$ cat src/rtl/cell_selector.sv
// Cursor controller for the 3x3 board: debounces move/select buttons, steps the cursor cell and reports confirmed free cells.
// Optional SKIP_OCUPADO_EN: cursor auto-skips taken cells through the BUSCAR state.

module cell_selector_debounce #(
    parameter int CYCLES = 500000
) (
    input  logic clk,
    input  logic rst,
    input  logic raw,
    output logic ev
);
    localparam int W = $clog2(CYCLES + 1);

    logic         sync1;
    logic         sync2;
    logic         stable;
    logic         stable_d;
    logic [W-1:0] cnt;

    always_ff @(posedge clk) begin
        if (rst) begin
            sync1    <= 1'b0;
            sync2    <= 1'b0;
            stable   <= 1'b0;
            stable_d <= 1'b0;
            cnt      <= '0;
        end else begin
            sync1    <= raw;
            sync2    <= sync1;
            stable_d <= stable;
            if (sync2 != stable) begin
                if (cnt == W'(CYCLES)) begin
                    stable <= sync2;
                    cnt    <= '0;
                end else begin
                    cnt <= cnt + 1'b1;
                end
            end else begin
                cnt <= '0;
            end
        end
    end

    // only presses matter; releases are filtered but produce no event
    assign ev = stable & ~stable_d;
endmodule

module cell_selector #(
    parameter int DEBOUNCE_CYCLES = 500000
) (
    input  logic       clk,
    input  logic       boton_rst,
    input  logic       boton_mover,
    input  logic       boton_sel,
    input  logic [8:0] ocupado,
    output logic [3:0] contador,
    output logic       sel_valid,
    output logic [3:0] sel_cell,
    output logic       lleno
);
    // state  | meaning
    // IDLE   | waiting for move/select events
    // BUSCAR | stepping past taken cells (SKIP_OCUPADO_EN only)
    // LLENO  | board full, cursor frozen until a cell frees up
`ifdef SKIP_OCUPADO_EN
    typedef enum logic [1:0] {IDLE, BUSCAR, LLENO} state_t;
`else
    typedef enum logic [1:0] {IDLE, LLENO} state_t;
`endif

    state_t     state;
    logic       ev_mover;
    logic       ev_sel;
    logic [3:0] cur;
    logic [3:0] nxt;

    cell_selector_debounce #(.CYCLES(DEBOUNCE_CYCLES)) u_deb_mover (
        .clk (clk),
        .rst (boton_rst),
        .raw (boton_mover),
        .ev  (ev_mover)
    );

    cell_selector_debounce #(.CYCLES(DEBOUNCE_CYCLES)) u_deb_sel (
        .clk (clk),
        .rst (boton_rst),
        .raw (boton_sel),
        .ev  (ev_sel)
    );

    // out-of-range cursor values collapse to 0
    assign cur = (contador > 4'd8) ? 4'd0 : contador;
    assign nxt = (contador >= 4'd8) ? 4'd0 : contador + 4'd1;

    always_ff @(posedge clk) begin
        if (boton_rst) begin
            state     <= IDLE;
            contador  <= 4'd0;
            sel_valid <= 1'b0;
            sel_cell  <= 4'd0;
            lleno     <= 1'b0;
        end else begin
            lleno     <= &ocupado;
            sel_valid <= 1'b0;
            contador  <= cur;
            case (state)
                IDLE: begin
                    if (lleno) begin
                        state <= LLENO;
                    end else if (ev_sel) begin
                        if (!ocupado[cur]) begin
                            sel_valid <= 1'b1;
                            sel_cell  <= cur;
                        end
                    end else if (ev_mover) begin
                        contador <= nxt;
                    end
`ifdef SKIP_OCUPADO_EN
                    else if (ocupado[cur]) begin
                        contador <= nxt;
                        if (ocupado[nxt]) state <= BUSCAR;
                    end
`endif
                end
`ifdef SKIP_OCUPADO_EN
                BUSCAR: begin
                    if (lleno) begin
                        state <= LLENO;
                    end else begin
                        contador <= nxt;
                        if (!ocupado[nxt]) state <= IDLE;
                    end
                end
`endif
                LLENO: begin
                    if (!lleno) begin
                        contador <= 4'd0;
                        state    <= IDLE;
                    end
                end
                default: state <= IDLE;
            endcase
        end
    end
endmodule

$ cat config.mk
export PLATFORM = sky130hd
export DESIGN_NAME = cell_selector
export DESIGN_NICKNAME = d
export VERILOG_FILES = /design/src/rtl/cell_selector.sv
export SDC_FILE = /design/constraint.sdc
export NUM_CORES = 1
export LEC_CHECK = 0
export CAP_MARGIN = 10
export CELL_PAD_IN_SITES_DETAIL_PLACEMENT = 0
export CELL_PAD_IN_SITES_GLOBAL_PLACEMENT = 1
export CORE_UTILIZATION = 40
export DETAILED_ROUTE_END_ITERATION = 7
export PLACE_DENSITY = 0.83
export SETUP_SLACK_MARGIN = 0.5
export SLEW_MARGIN = 20
export SYNTH_ARGS = -nofsm -noshare
export SYNTH_HDL_FRONTEND = slang
export SYNTH_SLANG_ARGS = --single-unit
$ cat constraint.sdc
create_clock -name clk -period 3.9 [get_ports clk]
set_input_delay 0.78 -clock clk [delete_from_list [all_inputs] [get_ports clk]]
set_output_delay 0.78 -clock clk [all_outputs]
set_load 0.01 [all_outputs]
# Word-level counts from Yosys, hierarchy flattened
# Cells that the tools add are included.
dict set report totals {
  elab_cells 60
  register_bits 58
  output_inout_bits 10
  in_bits 13
}
dict set report op_classes {
  eq_ne 7
  addsub 3
  magnitude_cmp 3
  reduce_logical 9
  bitwise_logic 10
  n_mux 13
}
# operator count
set op_table {}
lappend op_table {{19-bit by 1-bit adder with 19-bit output (second input constant)} 2}
lappend op_table {{19-bit equality test (second input constant)} 2}
lappend op_table {{4-bit 2-to-1 mux} 6}
lappend op_table {{9-bit AND reduction} 1}
lappend op_table {{1-bit inverter} 8}
lappend op_table {{4-bit case mux with 2 select lines} 1}
lappend op_table {{2-bit AND reduction} 3}
lappend op_table {{3-bit OR reduction} 2}
lappend op_table {{4-bit by 5-bit less-than comparator with 1-bit output (second input constant)} 1}
lappend op_table {{4-bit by 1-bit adder with 4-bit output (second input constant)} 1}
lappend op_table {{1-bit binary-select mux with 4-bit select} 1}
lappend op_table {{4-bit >= comparator (second input constant)} 1}
lappend op_table {{4-bit > comparator (second input constant)} 1}
lappend op_table {{2-bit 2-to-1 mux} 2}
lappend op_table {{2-bit != test (second input constant)} 2}
lappend op_table {{2-bit case mux with 2 select lines} 1}
lappend op_table {{4-bit AND reduction} 1}
lappend op_table {{4-bit OR reduction} 1}
lappend op_table {{1-bit AND} 2}
lappend op_table {{2-bit by 1-bit equality test with 1-bit output (second input constant)} 1}
lappend op_table {{2-bit zero test} 1}
lappend op_table {{1-bit 2-to-1 mux} 2}
lappend op_table {{1-bit != test} 2}

# Longest topological paths before layout
dict set report depth {
  depth_word 6
  ltp_mapped 9
  mapped_depth_nobuf 7
}

# By module
# Synthesis repeated with hierarchy kept, for this count alone.
dict set report unflattened {
  hier_cells 308
  area_unflattened_um2 2720.1
}
# mod seq_area_each_um2 cells_each area_per_inst_um2 n_inst
set modules_own_cells {}
lappend modules_own_cells {cell_selector_debounce 460.4 112 1019.7 2}
lappend modules_own_cells {cell_selector 220.2 84 680.7 1}

# Least setup slack after synthesis
# Ideal clock, no wire load.
dict set report synth_path {
  path_kind {register to register}
  start {reg contador[0]}
  end {reg sel_cell[0]}
  path_buffers 1
  period_less_slack_ns 2.135
  path_stages_with_launch 9
  arrival_ns 2.003
  path_slack_ns 1.765
  required_time_ns 3.768
  cell_sequence {dfxtp_1 buf_2 inv_1 ha_1 and3b_1 a311oi_1 a21bo_2 o211ai_1 a21oi_1}
}
dict set report synth_via {
  elab_chain_cells 6
}
# item line_no
set synth_lines {}
lappend synth_lines {{from (decl)} 56} ;# output logic [3:0] contador,
lappend synth_lines {{from (signal assigned)} 105} ;# contador <= cur;
lappend synth_lines {{from (signal assigned)} 116} ;# contador <= nxt;
lappend synth_lines {{4-bit > comparator} 92} ;# assign cur = (contador > 4'd8) ? 4'd0 : contador;
lappend synth_lines {{4-bit 2-to-1 mux *} 92}
lappend synth_lines {{1-bit binary-select mux with 4-bit select} 111} ;# if (!ocupado[cur]) begin
lappend synth_lines {{1-bit 2-to-1 mux (implied by the code)} 111}
lappend synth_lines {{1-bit inverter (no line)} --}
lappend synth_lines {{4-bit AND reduction (no line)} --}
lappend synth_lines {{to (signal assigned)} 113} ;# sel_cell <= cur;
lappend synth_lines {{to (decl)} 58} ;# output logic [3:0] sel_cell,
# Mark *: on every way between the ends. The rest lies on a longest branch, timed or not. The select of a mux whose other input is x is not followed.
# A chain may end at the register's enable or synchronous reset.

# Worst setup path in the final report
dict set report layout_path {
  start {reg contador[0]}
  end {reg sel_cell[2]}
}
# The elaborated chain is that of the path after synthesis.

==> run metrics <==
outcome=finished, final reports clean; initial antenna violation count=0; HP Start=u_deb_mover.sync1; crit end category=register; fin crit share=64.6%; worst vdd ir=0.000240 V; actual slew at the worst max-slew pin=850 ps; total CTS buffers=9; Pre-Repair DR Iteration Count=4; Gate Count Post-Synth=302; vias=2,107; initial DRC count=62; final WL=5070 um; first-pass GRT wire length=8880 um; CP arrival=2750 ps; clk_lat worst skew=340 ps; total grt overflow=0; Rel. slew slack=42.8%; maxcap violations=0; # port buffers=22; H-tree lvl count=3; post-detailed-route DRC marker count=0; r2r setup slk=1380 ps; CTS tree=yes; Worst Setup EP=sel_cell[2]; HPWL after detailed placement=3630 um; WP data required=4130 ps; minimum clock period=2520 ps; setup TNS=0 ps; RePlAce Congestion=0.855; mean post-synth cell area=8.84 um2; routed len/inst=12.4 um; Layout area overhead=16.3%; Avg Vias per Cell=5.18; num ports=23; Sw Share=21.3%; Post CTS Setup Buffer Count=0; Sw Pwr=251 uW; share of layout cells above drive strength 1=6.36%; Clock Skew=6.75 ps; vias in the first global route=2,035; CTS resizes=0; die height=83.7 um; register area share after synthesis=42.7%; Die Area=0.00701 mm2; unrepaired setup endpoints after global routing=no; Setup CP Type=reg2reg; Power per Cell Area=379 mW/mm2; CP startpoint kind=register; yosys warns=0; antenna violation net count after detailed routing=0; CTS max path bufs=2; Static Leakage=1.02 nW; Yosys reg bits=57; r2r endpoint=sel_cell[2]; crit path from=contador[0]; final setup fails=0; largest net degree at the start of global routing=20; worst hold margin=450 ps; die width=83.7 um; placed instance count=391; Post-CTS Hold Buffers=0; clock power share=45.0%; clk slew on worst S/H paths=60 ps; GRT Util Overall=15.9%; syn nets=322; Pins Over Slew Limit=0; Final Hold Fails=0; internal power=926 uW; Highest Clock Rate=397 MHz; # clock sinks=57; Synth cell types=41; Max FO, Critical Path=12; combinational power share=4.5%; num rows=29; initial core utilization=41.8%; Reg2Reg Depth=6; fin cells=407; Antenna Cells=0; hold crit path type=reg2reg; area of the mapped netlist=0.00267 mm2; FF-to-FF Start=contador[0]; Final nets=345; Reg power frac=50.5%; core area=0.00639 mm2; Clock Tree Root=clkbuf_8
registers in the layout (all words and copies together), names as in the netlist, 4 cells and up:
name / flops
sel_cell: 4
contador: 4
u_deb_mover.cnt: 19
u_deb_sel.cnt: 19
layout by cell type, fill, tap and decap left out, types with 2 or more instances in the layout:
cell type,n
or3_1,4
and3b_1,2
xnor2_1,21
nand4_1,9
clkbuf_8,10
o21ai_0,2
nand4b_1,2
clkdlybuf4s50_1,22
nand3_1,16
clkinv_2,2
a22oi_1,2
ha_1,7
mux2_2,2
nand2b_1,3
nor3_1,5
mux2i_1,5
o211ai_1,3
clkbuf_1,3
dfxtp_1,57
inv_1,13
nor2b_1,10
nor4_1,4
o2111ai_1,2
a21bo_2,2
a21oi_1,5
nor2_1,54
a311oi_1,2
xor2_1,16
and4_1,3
nor4b_1,4
or2_2,2
nand2_1,18
and3_1,8
cell type report:
cell class	count	area, um2
clock inverter	3	40.0
clock buffer	13	149
multi-input combinational	221	1400
tap	77	96.3
sequential	57	1140
inverter	13	48.8
fill	626	3280
timing repair buffer	23	228
metal layers:
| layer | GRT usage, % | wire length, um |
|---|---|---|
| met5 | 0 | 0 |
| met2 | 25.1 | 2270 |
| met4 | 6.16 | 109 |
| met3 | 5.93 | 181 |
| met1 | 19.7 | 2510 |
cell usage after synthesis:
cell type	instances	area share, %
a211oi_1	1	0.28
a21bo_2	2	0.75
a21oi_1	5	0.94
a22oi_1	2	0.56
a311oi_1	2	0.66
a32o_1	1	0.37
a41oi_1	1	0.33
and3_1	8	1.9
and3_2	1	0.28
and3b_1	2	0.66
and4_1	3	0.98
buf_12	1	0.75
buf_2	4	0.75
buf_6	2	0.84
clkbuf_1	4	0.56
dfxtp_1	57	43
ha_1	7	3.3
inv_1	13	1.8
mux2_2	2	0.84
mux2i_1	5	1.9
nand2_1	18	2.5
nand2b_1	3	0.70
nand3_1	16	3.0
nand4_1	9	2.1
nand4b_1	2	0.66
nor2_1	54	7.6
nor2b_1	10	2.3
nor3_1	5	0.94
nor4_1	4	0.94
nor4b_1	4	1.3
o2111ai_1	2	0.66
o211a_1	1	0.37
o211ai_1	3	0.84
o21ai_0	2	0.37
o22ai_1	1	0.23
o32ai_1	1	0.33
or2_2	2	0.47
or3_1	4	0.94
or4b_1	1	0.37
xnor2_1	21	6.9
xor2_1	16	5.2
how the worst min path moves through the flow:
stage | endpoint | slack (ps) | cells past startpoint
4_1_cts | u_deb_mover.sync2 | 450 | 1
2_1_floorplan | u_deb_mover.sync2 | 410 | 1
3_3_place_gp | u_deb_sel.sync2 | 420 | 1
5_1_grt | u_deb_mover.sync2 | 470 | 1
3_5_place_dp | u_deb_mover.sync2 | 440 | 1
6_report | u_deb_mover.sync2 | 450 | 1
power by group through the flow:
stage / combinational, mW / sequential [mW] / clock [mW]
4_1_cts: 0.0529 / 0.594 / 0.545
6_report: 0.0529 / 0.595 / 0.531
5_1_grt: 0.0596 / 0.595 / 0.574
3_3_place_gp: 0.0522 / 0.607 / 0
2_1_floorplan: 0.0331 / 0.606 / 0
3_5_place_dp: 0.0526 / 0.607 / 0
critical path, cell delays in order (launching register included):
cell and delay (ps):
dfxtp_1 640, inv_1 120, ha_1 260, and3b_1 250, a311oi_1 550, o21ai_0 270
mux2_2 320
per-stage QoR:
stage	util [%]	setup slack, ps	power, mW	cell area, um2
after floorplan	-	1760	0.639	2670
after global placement	45.7	1410	0.659	2920
after detailed placement	45.7	1340	0.660	2920
after CTS	48.6	1420	1.19	3110
after global routing	48.6	1170	1.23	3110
final	48.6	1380	1.18	3110
cells by family (layout without fill, tap and decap cells):
| family | count (synthesis) | count (layout) | synth area share, % |
|---|---|---|---|
| buf+inv | 24 | 52 | 4.73 |
| simple gates | 146 | 146 | 27.7 |
| mux | 7 | 7 | 2.72 |
| compound gates | 24 | 24 | 6.70 |
| xor+xnor | 37 | 37 | 12.1 |
| flops | 57 | 57 | 42.7 |
| fa+ha+maj | 7 | 7 | 3.28 |
Note: power is estimated with default switching activity, not from simulation.
